$ cat src/rtl/init_done_reset_sequencer.sv
// Fabric reset sequencer: waits for POR, init-done and filtered PLL lock, then releases a stretched reset.
// Define INIT_SEQ_SRAM_GATE_EN to also require SRAM_INIT_DONE and USRAM_INIT_DONE before leaving WAIT_INIT.
//
// state     | meaning
// WAIT_POR  | holding until the init monitor releases FABRIC_POR_N
// WAIT_INIT | waiting for init_ok, timeout running
// WAIT_LOCK | filtering PLL lock, timeout still running
// STRETCH   | all conditions met, holding fabric reset for RELEASE_DELAY cycles
// RUN       | fabric reset released
// ERROR     | init or lock never arrived; sticky until EXT_RST_N
module init_done_reset_sequencer #(
   parameter int unsigned SYNC_STAGES    = 2,
   parameter int unsigned LOCK_FILTER    = 16,
   parameter int unsigned RELEASE_DELAY  = 32,
   parameter int unsigned TIMEOUT_CYCLES = 1048576
) (
   input  logic       CLK,
   input  logic       EXT_RST_N,
   input  logic       FABRIC_POR_N,
   input  logic       DEVICE_INIT_DONE,
   input  logic       SRAM_INIT_DONE,
   input  logic       USRAM_INIT_DONE,
   input  logic       PLL_LOCK,
   output logic       FABRIC_RESET_N,
   output logic [2:0] INIT_STATE,
   output logic       TIMEOUT_ERR
);

   localparam int LCK_W = (LOCK_FILTER > 1) ? $clog2(LOCK_FILTER) : 1;
   localparam int REL_W = (RELEASE_DELAY > 1) ? $clog2(RELEASE_DELAY) : 1;
   localparam int TMO_W = $clog2(TIMEOUT_CYCLES);

   localparam logic [LCK_W-1:0] LCK_LAST = LCK_W'(LOCK_FILTER - 1);
   localparam logic [REL_W-1:0] REL_LAST = REL_W'(RELEASE_DELAY - 1);
   localparam logic [TMO_W-1:0] TMO_LAST = TMO_W'(TIMEOUT_CYCLES - 1);

   typedef enum logic [2:0] {
      WAIT_POR  = 3'd0,
      WAIT_INIT = 3'd1,
      WAIT_LOCK = 3'd2,
      STRETCH   = 3'd3,
      RUN       = 3'd4,
      ERROR     = 3'd5
   } state_t;

`ifdef INIT_SEQ_SRAM_GATE_EN
   localparam int NS = 5;
   logic [NS-1:0] async_in;
   assign async_in = {USRAM_INIT_DONE, SRAM_INIT_DONE, PLL_LOCK, DEVICE_INIT_DONE, FABRIC_POR_N};
`else
   localparam int NS = 3;
   logic [NS-1:0] async_in;
   logic          unused_sram_done;
   assign async_in         = {PLL_LOCK, DEVICE_INIT_DONE, FABRIC_POR_N};
   assign unused_sram_done = SRAM_INIT_DONE ^ USRAM_INIT_DONE;
`endif

   logic [SYNC_STAGES-1:0][NS-1:0] sync_q;
   logic [NS-1:0]                  sync_s;
   logic                           por_s;
   logic                           lock_s;
   logic                           init_ok;

   always_ff @(posedge CLK) begin
      if (!EXT_RST_N) begin
         sync_q <= '0;
      end else begin
         sync_q <= {sync_q[SYNC_STAGES-2:0], async_in};
      end
   end

   assign sync_s = sync_q[SYNC_STAGES-1];
   assign por_s  = sync_s[0];
   assign lock_s = sync_s[2];
`ifdef INIT_SEQ_SRAM_GATE_EN
   assign init_ok = sync_s[1] & sync_s[3] & sync_s[4];
`else
   assign init_ok = sync_s[1];
`endif

   state_t           state_q, state_d;
   logic [LCK_W-1:0] lck_q, lck_d;
   logic [REL_W-1:0] rel_q, rel_d;
   logic [TMO_W-1:0] tmo_q, tmo_d;
   logic             rst_n_q;
   logic             err_q;

   always_comb begin
      state_d = state_q;
      lck_d   = '0;
      rel_d   = '0;
      tmo_d   = '0;
      case (state_q)
         WAIT_POR: begin
            if (por_s) state_d = WAIT_INIT;
         end
         WAIT_INIT, WAIT_LOCK: begin
            tmo_d = (tmo_q == TMO_LAST) ? tmo_q : tmo_q + 1'b1;
            if (tmo_q == TMO_LAST) begin
               state_d = ERROR;
            end else if (!por_s) begin
               state_d = WAIT_POR;
            end else if (state_q == WAIT_INIT) begin
               if (init_ok) state_d = WAIT_LOCK;
            end else if (lock_s) begin
               if (lck_q == LCK_LAST) begin
                  state_d = STRETCH;
                  tmo_d   = '0;
               end else begin
                  lck_d = lck_q + 1'b1;
               end
            end
         end
         STRETCH, RUN: begin
            // Any fall-back restarts the wait-phase timeout from zero (tmo_d default).
            if (!por_s) begin
               state_d = WAIT_POR;
            end else if (!init_ok) begin
               state_d = WAIT_INIT;
            end else if (!lock_s) begin
               state_d = WAIT_LOCK;
            end else if (state_q == STRETCH) begin
               if (rel_q == REL_LAST) state_d = RUN;
               else                   rel_d   = rel_q + 1'b1;
            end
         end
         ERROR: begin
            state_d = ERROR;
         end
         default: begin
            state_d = WAIT_POR;
         end
      endcase
   end

   always_ff @(posedge CLK) begin
      if (!EXT_RST_N) begin
         state_q <= WAIT_POR;
         lck_q   <= '0;
         rel_q   <= '0;
         tmo_q   <= '0;
         rst_n_q <= 1'b0;
         err_q   <= 1'b0;
      end else begin
         state_q <= state_d;
         lck_q   <= lck_d;
         rel_q   <= rel_d;
         tmo_q   <= tmo_d;
         rst_n_q <= (state_d == RUN);
         err_q   <= (state_d == ERROR);
      end
   end

   assign FABRIC_RESET_N = rst_n_q;
   assign INIT_STATE     = state_q;
   assign TIMEOUT_ERR    = err_q;

endmodule
$ cat config.mk
export PLATFORM = sky130hd
export DESIGN_NAME = init_done_reset_sequencer
export DESIGN_NICKNAME = d
export VERILOG_FILES = /design/src/rtl/init_done_reset_sequencer.sv
export SDC_FILE = /design/constraint.sdc
export NUM_CORES = 1
export LEC_CHECK = 0
export CELL_PAD_IN_SITES_DETAIL_PLACEMENT = 1
export CELL_PAD_IN_SITES_GLOBAL_PLACEMENT = 2
export CORE_MARGIN = 2
export CORE_UTILIZATION = 25
export DETAILED_ROUTE_END_ITERATION = 8
export HOLD_SLACK_MARGIN = 0.05
export PLACE_DENSITY_LB_ADDON = 0.1
export SETUP_SLACK_MARGIN = 0.2
export SYNTH_ARGS = -nofsm -noshare
export SYNTH_HDL_FRONTEND = slang
export SYNTH_SLANG_ARGS = --single-unit
$ cat constraint.sdc
create_clock -name CLK -period 4.9 [get_ports CLK]
set_clock_uncertainty 0.05 [all_clocks]
set_input_delay 1.47 -clock CLK [delete_from_list [all_inputs] [get_ports CLK]]
set_output_delay 1.47 -clock CLK [all_outputs]
set_load 0.01 [all_outputs]
After elaboration in Yosys (flattened, before gate mapping)
Index checks and enable logic that the tools add are counted.

Memories: 0. Input port bits: 7. Output and inout bits: 5. Flip-flop bits (word level): 40. Memory bits (writable): 0. Latch bits: 0. Memory bits (read-only): 0.

Shifts and indexed selects: 0. Order comparisons: 0. Multiply operators: 0. Add/subtract/negate cells: 3. Reduce and logical (&&, ||, !) cells: 6. Equal/unequal tests: 10. Bitwise gates (word level): 7. Divide/modulo/power cells: 0. Muxes and demuxes: 19.

Operators by type and width (number): 20-bit 2-to-1 mux (6); 3-bit 2-to-1 mux (12); 20-bit by 1-bit adder with 20-bit output (second input constant) (1); 20-bit equality test (second input constant) (1); 7-bit OR reduction (2); 3-bit equality test (second input constant) (4); 3-bit one-hot mux with 4 select lines (1); 1-bit NOT (7); 3-bit by 2-bit equality test with 1-bit output (second input constant) (2); 5-bit by 1-bit adder with 5-bit output (second input constant) (1); 5-bit equality test (second input constant) (1); 4-bit by 1-bit adder with 4-bit output (second input constant) (1); 4-bit equality test (second input constant) (1); 2-bit OR reduction (2); 3-bit by 1-bit equality test with 1-bit output (second input constant) (1); 3-bit zero test (1); 2-bit AND reduction (1).

Longest topological paths before layout
Gate-level depths: netlist (run 1).

Depth in word-level cells: 8. Depth in mapped cells: 8. Mapped depth without buffers: 8.

Worst setup path after synthesis (run 1)
OpenSTA, ideal clock, no wires.

Path type: input to register. From: input port EXT_RST_N. To: register rel_q[2]. Data required time: 4.785 ns. Path slack: 2.608 ns. Data arrival time: 2.176 ns. Cell stages on the path: 3. Cell sequence: nand2b_1 -> or4_1 -> nor2_1.

Word-level cells in the longest chain between the ends: 2.

Ends and longest elaborated chain: start: declaration (RTL line 18) `input logic EXT_RST_N,`; 1-bit NOT (no line); 7-bit OR reduction (no line); end signal: assignment (RTL line 147) `rel_q <= rel_d;`; end: declaration (RTL line 83) `logic [REL_W-1:0] rel_q, rel_d;`.

Every way passes these cells. A chain may end at the register's enable or synchronous reset.

Worst setup path after layout (run 1)
From: register state_q[0] (netlist: INIT_STATE[0]). To: output port INIT_STATE[0].

RTL lines: start: declaration (RTL line 81) `state_t state_q, state_d;`; start signal: assignment (RTL line 145) `state_q <= state_d;`; end: declaration (RTL line 25) `output logic [2:0] INIT_STATE,`.

No word-level cell between the ends.

==> results.txt, run 1 <==
- For this block, the initial DRC count from the detailed router was 33.
* Number of DRC violations after detailed routing: 0
* Path category of the worst min-delay check: reg -> reg
* Final hold slack: around 390 ps
- For this design, the CTS-stage hold fixing added 0 buffers.
* Standard cell core area: around 7700 sq um
- For this configuration, the core starts out at a cell density of between 20% and 30%.
- Among cell families on the critical path, the largest total delay comes from buffers and inverters.
* Growth of design area from synthesis to finish: 11.70%
* Data arrival time of the critical path: 1530 ps
* Unrepaired setup endpoints after global routing: no
* Utilization of the core after routing: 28.90%
- Setup repair bufs after CTS: 0
- After clock tree synthesis, the repair step resized 0 gates.
* # setup viols final: 0
* Site row count: 32
* Boundary pin count: 12
- Number of nets in the layout: roughly 240
* Slew @ Worst Pin: 1013 ps
- The Yosys step of the flow raised 0 warnings.
* Num Clock Sinks: 40
- The number of hold violations in the final report was 0.
- Required time of the critical path: 3380 ps
- Share of synthesized registers carrying an async set or reset: 0%
- Count of buffering cells on the critical path with inverters included: 1
- Number of distinct library cell variants in the gate-level netlist after synthesis: 49
- The clock period could shrink to 3049 ps.
- Routability Congestion: just under 0.7
- After detailed routing, the average wire length per cell comes to 14.28 um.
- Once detail routing completed, the nets flagged for antenna violations numbered 0.
- Entering global routing, the biggest net connects 20 pins.
- Traced cell by cell, the critical path runs through clkdlybuf4s50_1.
- First element of the critical path: INIT_STATE[0]
- The clock reaches the later pin of the worst-skew pair after 290 ps.
- Number of levels in the clock H-tree: 2
- Crit Path Max Fanout: 13
* Largest voltage drop on the vdd net: 0.00009711 V
- In the layout the commonest cells are sky130_fd_sc_hd__dfxtp_1 (40), sky130_fd_sc_hd__nor2_1 (23), sky130_fd_sc_hd__nand3_1 (14), sky130_fd_sc_hd__nand2_1 (14).
* Post-synth EDFFs: 0
* Most used flip-flop cell after synthesis: sky130_fd_sc_hd__dfxtp_1
- After detailed routing, the total wire length is 4784 um.
- Based on the critical path, the design can be clocked at up to about 330 MHz.
- Dividing total power by cell area gives a power density of 262.1 nW/um^2.
- The number of global-route vias before repair is between 1500 and 2000.
- Pre-Repair DR Iteration Count: 3
* Outcome: finished, final reports clean
- Most common cell after layout, fill and taps aside: sky130_fd_sc_hd__dfxtp_1
- Clock tree buffer depth: 2
- Global-route wire length before repair: 8376 um
- The slowest stage of the critical path is the sky130_fd_sc_hd__clkdlybuf4s50_1 cell.
- Global Route Usage Sum: 12.18%
- After synthesis the cells add up to 1999 sq um.
- Summed over all failing endpoints, the final setup total negative slack is 0 ps.
- Dividing the detail-routed via count by the number of cells gives a little under 5.
- Overflow after GRT: 0
* Static leakage: approximately 0.00074 uW
- Height of the die: a little over 90 um
- The die is 93.43 um wide.
- The final route contains 1631 vias.
* Worst setup EP type: output port
- The max-slew violation total from the final report came to 0.
- The largest single stage delay on the critical path is 630 ps.
- TritonCTS clock tree: done
- Initial antenna violation count: 0
* Number of synthesized register bits: 40
* Clock-pin slew on the worst setup and hold paths: 80 ps
- 0 antenna diodes ended up in the layout.
- Headroom to the max-slew limit came out at 32.45%.
- Synthesized area per cell: 8.808 sq um
- Period utilisation layout: 62.22%
* Number of buffer cells added on primary ports: 9
- Clock buffer count from CTS: 5
* Launch instance of the worst register-to-register path: INIT_STATE[1]
* Final HPWL from detailed placement: 3394 um
* Root buffer cell: sky130_fd_sc_hd__clkbuf_8
* Layout cells sized above 1: 13.73%
* Die Outline Area: 8729 sq um
- Synthesis produced a netlist whose cell count is around 230.
- Mapped Nets: about 240
- Crit path launch type: register
- Across the run, the number of max-cap violations was 0.
* Startpoint-to-endpoint class of the critical path: reg -> out
- Sequential fraction of the synthesis area: between 40% and 50%
* Beginning of the worst hold path: sync_q[1]
==> path summary, 6_finish.rpt <==
kind	to	depth (start not counted)	slack [ps]
worst max register to register	tmo_q[2]	4	2680
worst min-delay path	sync_s[1]	1	390
worst min register to register	sync_s[1]	1	390
worst max-delay path	INIT_STATE[0]	1	1850
==> kinds of logic after synthesis <==
logic type               synth area share, %
adder cells (fa/ha/maj)                2.503
XOR/XNOR                               4.819
AO/OA/AOI/OAI                          14.71
buffers and inverters                  5.131
AND/OR/NAND/NOR                        32.79
flip-flops                             40.05
==> layout make-up <==
cell class | count | area [sq um]
Fill cell | 922 | 5494
Multi-Input combinational cell | 171 | 1096
Sequential cell | 40 | 800.8
Tap cell | 102 | 127.6
Clock buffer | 7 | 96.34
Timing Repair Buffer | 9 | 90.09
Inverter | 6 | 22.52
==> metal layers <==
metal	wire (um)	GRT usage (%)	up-vias
met2	2337	21.28	11
met3	89	2.659	4
li1	-	-	832
met5	0	0	-
met1	2303	14.63	784
met4	55	4.289	0
==> flip-flops by register name, summed over array words and instances, names as in the netlist, named ones only <==
name            count
INIT_STATE          3
tmo_q              19
rel_q               5
TIMEOUT_ERR         1
FABRIC_RESET_N      1
sync_s              3
lck_q               4
sync_q              3
==> where the power goes <==
part	switching (uW)	leakage (uW)	internal, uW
Clock	118	0.0000503	126
Combinational	4.97	0.000370	5.96
Sequential	3.15	0.000323	327
Total	126	0.000744	459
==> stage by stage <==
| stage | cells | power (uW) | instance area [sq um] | setup slack (ps) |
|---|---|---|---|---|
| 6_report | 335 | 585.5 | 2233 | 1851 |
| 5_1_grt | 335 | 616.7 | 2233 | 1745 |
| 4_1_cts | 335 | 601.9 | 2233 | 1811 |
| 3_5_place_dp | 328 | 349.4 | 2137 | 1679 |
| 3_3_place_gp | 328 | 349.5 | 2137 | 1705 |
| 2_1_floorplan | 227 | 343.2 | 1999 | 2608 |
==> synth_stat cells, types with 2 or more instances <==
| master | instances | area share, % |
|---|---|---|
| sky130_fd_sc_hd__nand4_1 | 12 | 3.8 |
| sky130_fd_sc_hd__a31oi_1 | 6 | 1.9 |
| sky130_fd_sc_hd__a21oi_1 | 11 | 2.8 |
| sky130_fd_sc_hd__buf_6 | 2 | 1.1 |
| sky130_fd_sc_hd__o211ai_1 | 2 | 0.75 |
| sky130_fd_sc_hd__clkbuf_1 | 3 | 0.56 |
| sky130_fd_sc_hd__dfxtp_1 | 40 | 40 |
| sky130_fd_sc_hd__nand3_1 | 14 | 3.5 |
| sky130_fd_sc_hd__and3_1 | 2 | 0.63 |
| sky130_fd_sc_hd__and4_4 | 3 | 1.7 |
| sky130_fd_sc_hd__xor2_1 | 8 | 3.5 |
| sky130_fd_sc_hd__nor3_1 | 12 | 3.0 |
| sky130_fd_sc_hd__and4_2 | 2 | 1.0 |
| sky130_fd_sc_hd__ha_1 | 4 | 2.5 |
| sky130_fd_sc_hd__nand2_1 | 14 | 2.6 |
| sky130_fd_sc_hd__and3_2 | 5 | 1.9 |
| sky130_fd_sc_hd__inv_1 | 6 | 1.1 |
| sky130_fd_sc_hd__xnor2_1 | 3 | 1.3 |
| sky130_fd_sc_hd__a211oi_1 | 2 | 0.75 |
| sky130_fd_sc_hd__nor2_2 | 6 | 1.9 |
| sky130_fd_sc_hd__and2_1 | 9 | 2.8 |
| sky130_fd_sc_hd__nor2_1 | 23 | 4.3 |
| sky130_fd_sc_hd__o21ai_0 | 7 | 1.8 |
| sky130_fd_sc_hd__buf_2 | 2 | 0.50 |
| sky130_fd_sc_hd__nand2b_1 | 4 | 1.3 |
| sky130_fd_sc_hd__o311a_1 | 2 | 1.0 |
No activity file was read; power rests on OpenSTA's default activity.
==> inputs of run 2 (changes only) <==
- clock period: 4.9 -> 3.1 ns (I/O delays scaled with it)
==> run 2 against run 1 <==
  * Non-clock buffer count grew 1
  * Count of clock-buffer cells in the layout shrank 2
  * Critical path depth is the same
  * Cell area grew 0.17%
  * Routed wire length shrank 2.8%
  * Largest cell class unchanged
  * Global-route usage shrank 0.26 points
  * Critical endpoint unchanged
  * Setup slack lost 1200 ps
  * Flip-flop and latch count is the same
  * Register-to-register slack lost 1800 ps
==> results.txt, run 2 (synthesis results as in run 1) <==
- The number of hold buffers added after cts was 0 (unchanged).
* Highest routed metal layer: met4
- The number of inserted filler cells in the final layout came to 910 (-1.3%).
- Crit Path Max Fanout: 13 (unchanged)
- Period utilisation layout: 80.36%
* Die Outline Area: 8729 sq um (unchanged)
- Reg2reg end: tmo_q[2]
* Final Routed Wirelength: 4649 um (-2.8%)
- The maximum vdd ir drop came to 0.0001712 V (+76%).
* Count of vias placed by the detailed router: 1644 (+0.80%)
- The count of cells along the worst register-to-register path is 4 (unchanged).
- The count of nets after finishing is 245 (+0.41%).
* Post-Route Setup TNS: 0 ps (unchanged)
* Startpoint-to-endpoint class of the critical path: reg -> out
- In the final layout, the registers with the most flip-flops are tmo_q (19), rel_q (5), lck_q (4).
* Crit path launch type: register
- Detail Route Antenna Nets: 0 (unchanged)
* Global Route Usage Sum: 11.92% (-0.26 points)
- Die extent in x: 93.43 um (unchanged)
- The largest net degree at the start of global routing is 20 (unchanged).
* Setup WS post-layout: 608.8 ps (-1242 ps)
- Site row count: 32 (unchanged)
* Iteration-0 DRC Markers: 45 (+36%)
- Clock latency on the worst-skew pair: 300 ps (about the same)
- Detailed-routed wire length on met3: 90 um (+1.1%)
- TritonCTS clock tree: done
- The DRC violations left came to 0 (unchanged).
- The post-cts gate resize count is 0 (unchanged).
* Number of hold violations in the final report: 0 (unchanged)
- The initial antenna violation count was 0 (unchanged).
- The cell count of the worst hold path came to 1 (unchanged).
- Data arrival time of the critical path: 1510 ps (-20 ps)
- Max reg flops: 19 (unchanged)
- Most common cell after layout, fill and taps aside: sky130_fd_sc_hd__dfxtp_1
- Final Critical Period: 2491 ps
- Worst max-slew margin expressed relative to the limit: 31.54% (-0.91 points)
- Count of non-filler cells in the finished layout: 337 (+0.60%)
* Routed met2 length: 2261 um (-3.3%)
- The signal on the critical path passes through clkdlybuf4s50_1.
- Maximum frequency from static timing analysis: approximately 400 MHz
- Outcome: finished, final reports clean
* Static leakage: 0.0007388 uW (-0.69%)
- Clock-pin slew on the worst setup and hold paths: 90 ps (about the same)
- Required time of the critical path: 2120 ps (-1260 ps)
* Utilization of the core after routing: 28.95% (+0.049 points)
* Cell type of the slowest stage on the worst timing path: sky130_fd_sc_hd__clkdlybuf4s50_1
* Average wire length per cell after detail routing: 13.80 um (-3.4%)
* Total area of multi-input combinational cells: 1096 sq um (unchanged)
- Pre-Repair DR Iteration Count: 4 (+1)
- Area occupied by registers: 800.8 sq um (unchanged)
- The power per standard cell area is 405.2 nW/um^2 (+55%).
- Final HPWL from detailed placement: 3335 um (-1.7%)
* Setup repair bufs after CTS: 0 (unchanged)
* Boundary pin count: 12 (unchanged)
- Slew @ Worst Pin: 1027 ps (+13.65 ps)
- Initial core utilization: 25.87% (unchanged)
* Height of the die: 93.43 um (unchanged)
- Count of buffering cells on the critical path with inverters included: 1 (unchanged)
- Worst min-delay path endpoint: sync_s[0]
* Setup Slack @ Placement: 640.4 ps (-1038 ps)
- Root buffer cell: sky130_fd_sc_hd__clkbuf_8
- M1 WL: 2274 um (-1.3%)
- Layout cells sized above 1: 14.47% (+0.73 points)
- Largest Register: tmo_q
* # setup viols final: 0 (unchanged)
- The maximum root-to-sink buffer count is 2 (unchanged).
- Largest stage delay, worst path: 630 ps (about the same)
- The number of placed instances with taps included came to 329 (+0.30%).
* Number of buffer cells added on primary ports: 9 (unchanged)
- The worst hold path begins at sync_q[0].
- The number of global-route vias before repair was 1663 (-5.7%).
- The path class of the tightest hold or removal check is reg -> reg.
* Num Clock Sinks: 40 (unchanged)
- The worst register-to-register path begins at INIT_STATE[1].
- Worst setup EP type: output port
- Growth of design area from synthesis to finish: 11.89%
* Routability Congestion: 0.6995 (+2.0%)
- The overall power after layout came to 906.6 uW (+55%).
- The number of vias per cell after detailed routing is 4.878 (+0.20%).
- The count of maximum capacitance violations is 0 (unchanged).
- The max-slew violation total from the final report came to 0 (unchanged).
* Global-route wire length before repair: 8286 um (-1.1%)
- Number of levels in the clock H-tree: 2 (unchanged)
* Overflow after GRT: 0 (unchanged)
- Leaving out fill and tap cells, the most frequent cells in the layout are sky130_fd_sc_hd__dfxtp_1 (40), sky130_fd_sc_hd__nor2_1 (23), sky130_fd_sc_hd__nand3_1 (14), sky130_fd_sc_hd__nand2_1 (14).
* Unrepaired setup endpoints after global routing: no
- The core footprint is 7727 sq um (unchanged).
* Category of cells accounting for the largest share of critical-path delay: buffers and inverters
* Flop2flop setup slack: 870 ps (-1810 ps)
* Clock buffer count from CTS: 5 (unchanged)
* Antenna Diode Count: 0 (unchanged)
-- run 2: through the flow --
step	cell area (sq um)	hold WS (ps)
after floorplan	1999	361.8
after global placement	2145	366.4
after detailed placement	2145	371.1
after CTS	2237	394.1
after global routing	2237	415.3
final	2237	389.8
-- run 2: cell type report --
class / instances / area share, %
clock buffer: 5 / 3.076
timing repair buffer: 10 / 4.362
inverter: 6 / 1.007
sequential: 40 / 35.79
multi-input combinational: 171 / 48.99
tap: 102 / 5.705
clock inverter: 3 / 1.063
-- run 2: metal layers --
metal	global-route usage, %	vias up
li1	-	832
met1	14.87	798
met2	20.50	12
met3	2.820	2
met4	3.186	0
met5	0	-
-- run 2: how the worst max path moves through the flow --
stage / startpoint / end / cells past startpoint
2_1_floorplan: EXT_RST_N / rel_q[2] / 3
3_3_place_gp: EXT_RST_N / tmo_q[2] / 5
3_5_place_dp: EXT_RST_N / tmo_q[2] / 5
4_1_cts: INIT_STATE[1] / INIT_STATE[1] / 1
5_1_grt: INIT_STATE[0] / INIT_STATE[0] / 1
6_report: INIT_STATE[0] / INIT_STATE[0] / 1
-- run 2: where the power goes --
part	internal, uW	switching [uW]	total, uW	leakage, uW
clock network	160	206	366	0.0000404
registers	518	4.78	522	0.000323
logic	10.2	8.07	18.3	0.000375
==> inputs of run 3 (changes only) <==
- clock period: 3.1 -> 2.1 ns (I/O delays scaled with it)
==> run 3 against run 2 <==
  * Core utilization rose by 3.0 points
  * Die area unchanged
  * Setup slack worse by 350 ps
  * Routed wire length rose by 9.1%
  * Global-route usage increased by 0.71 points
  * Sequential share of layout area decreased by 3.3 points
  * Clock power is 80% higher
  * Final cell count grew 7.1%
  * Flip-flop and latch count did not move
  * Total power increased by 61%
  * Critical endpoint is now FABRIC_RESET_N
==> results.txt, run 3 (synthesis results as in run 1) <==
- The initial core utilization is 25.87% (unchanged).
* Maximum frequency from static timing analysis: about 540 MHz
- The number of hold buffers added after cts was 0 (unchanged).
- The y dimension of the die is 93.43 um (unchanged).
- The die area came to 8729 sq um (unchanged).
- Post-place instance area: 2295 sq um (+7.0%)
- Iteration-0 DRC Markers: 25 (-44%)
- Number of buffer cells added on primary ports: 9 (unchanged)
* Pin count of the biggest net entering global routing: 14 (-30%)
- Standard cell core area: 7727 sq um (unchanged)
- Slew @ Worst Pin: 452.4 ps (-574.4 ps)
- Post-Route Setup TNS: 0 ps (unchanged)
- The post-placement setup slack is -79.48 ps (-719.9 ps).
* Largest stage delay, worst path: 530 ps (-100 ps)
- The root buffer cell chosen for the clock tree is sky130_fd_sc_hd__clkbuf_8.
* Period utilisation layout: 87.47%
* Most frequent cells in the layout: sky130_fd_sc_hd__dfxtp_1 (38), sky130_fd_sc_hd__buf_4 (24), sky130_fd_sc_hd__nor2_1 (23)
* Required time of the critical path: 1420 ps (-700 ps)
- Final Critical Period: 1837 ps
- Initial antenna violation count: 0 (unchanged)
* Cell type of the slowest stage on the worst timing path: sky130_fd_sc_hd__clkdlybuf4s50_1
* Antenna Diode Count: 0 (unchanged)
* Crit path launch type: register
* Worst setup EP type: output port
- The number of vias per cell after detailed routing came to 4.820 (-1.2%).
- Global Route Usage Sum: 12.63% (+0.71 points)
- Final Routed Wirelength: 5073 um (+9.1%)
- Die extent in x: 93.43 um (unchanged)
* Outcome: finished, final reports clean
- Area of all placed cells without fillers: 2472 sq um (+11%)
* Number of levels in the clock H-tree: 2 (unchanged)
- Cell-by-cell listing of the critical path: clkdlybuf4s50_1
* Data arrival time of the critical path: 1160 ps (-350 ps)
- The number of hold violations in the final report was 0 (unchanged).
- The share of layout cells above drive strength 1 was 24.71% (+10 points).
- Boundary pin count: 12 (unchanged)
* Unrepaired setup endpoints after global routing: yes
- Via count of the first global-routing pass: 1801 (+8.3%)
- The average detailed-routed wire length per instance is 14.05 um (+1.9%).
- The largest fanout on the critical path came to 1 (-12).
- Count of buffering cells on the critical path with inverters included: 1 (unchanged)
- Num Clock Sinks: 40 (unchanged)
- Pre-Repair DR Iteration Count: 4 (unchanged)
- The number of routed nets with antenna violations came to 0 (unchanged).
- The path class of the tightest hold or removal check is reg -> reg.
- The count of maximum capacitance violations came to 0 (unchanged).
- The count of nets after finishing came to 269 (+9.8%).
- The placement row count is 32 (unchanged).
- Power density over the cells: 591.1 nW/um^2 (+46%)
- The reported leakage power is 0.0008879 uW (+20%).
* Registers with the most flip-flops: tmo_q (19), rel_q (5), lck_q (4)
- Largest Register: tmo_q
* Overflow after GRT: 0 (unchanged)
- The final setup slack of the worst path came to 263.2 ps (-345.6 ps).
- Flop2flop setup slack: 270 ps (-600 ps)
- By startpoint and endpoint, the worst setup path is classified as reg -> out.
- The relative slew slack came to 69.61% (+38 points).
- TritonCTS built the clock tree.
- Clock tree buffer depth: 2 (unchanged)
- Most common cell after layout, fill and taps aside: sky130_fd_sc_hd__dfxtp_1
- Growth of design area from synthesis to finish: 23.65%
- # setup viols final: 0 (unchanged)
* Routability Congestion: 0.6983 (-0.17%)
* Pins Over Slew Limit: 0 (unchanged)
- The flip-flop count of the largest register, all copies and words added was 19 (unchanged).
* Category of cells accounting for the largest share of critical-path delay: buffers and inverters
* Final HPWL from detailed placement: 3688 um (+11%)
- Number of DRC violations after detailed routing: 0 (unchanged)
* Count of vias placed by the detailed router: 1740 (+5.8%)
* Clock buffer count from CTS: 5 (unchanged)
* Largest voltage drop on the vdd net: 0.0002068 V (+21%)
- Global-route wire length before repair: 8618 um (+4.0%)
- Clock-pin slew on the worst setup and hold paths: 90 ps (about the same)
- The clock insertion delay at the later pin of the skew report came to 300 ps (about the same).
==> run 3: area by class of cell <==
cell class	instances	area, sq um
repair buffers	34	286.5
clock inverters	3	42.54
flip-flops and latches	40	803.3
well taps	102	127.6
inverters	6	22.52
clock buffers	5	68.82
multi-input cells	171	1121
fillers	905	5255
==> run 3: layer usage <==
layer  wire, um  track usage [%]  vias to the layer above
li1           -                -                      881
met5          0                0                        -
met1       2427            15.45                      843
met4         67            4.412                        0
met3         90            2.659                        5
met2       2488            21.82                       11
==> run 3: repair_timing <==
action,in CTS,in global routing
resized for setup,3,9
setup buffers,3,1
pin swaps,2,2
endpoints found under the setup margin,22,14
==> run 3: worst paths after layout <==
| path | end | cells past startpoint | from |
|---|---|---|---|
| setup / recovery | FABRIC_RESET_N | 1 | FABRIC_RESET_N |
| hold reg to reg | rel_q[0] | 1 | rel_q[0] |
| setup reg to reg | tmo_q[17] | 7 | tmo_q[1] |
| hold / removal | rel_q[0] | 1 | rel_q[0] |
==> run 3: report_power, final <==
part	total, uW	internal, uW	switching (uW)
Clock	658	352	306
Combinational	34.7	18.2	16.4
Sequential	768	764	4.45
==> run 3: metrics by stage <==
| stage | util, % | hold WS [ps] | power, uW | std cells |
|---|---|---|---|---|
| after floorplan | - | 361.8 | 800.9 | 227 |
| after global placement | 29.70 | 363.8 | 820.0 | 349 |
| after detailed placement | 29.70 | 373.8 | 820.1 | 349 |
| after CTS | 31.38 | 397.2 | 1490 | 360 |
| after global routing | 31.99 | 389.9 | 1525 | 361 |
| final | 31.99 | 368.6 | 1461 | 361 |
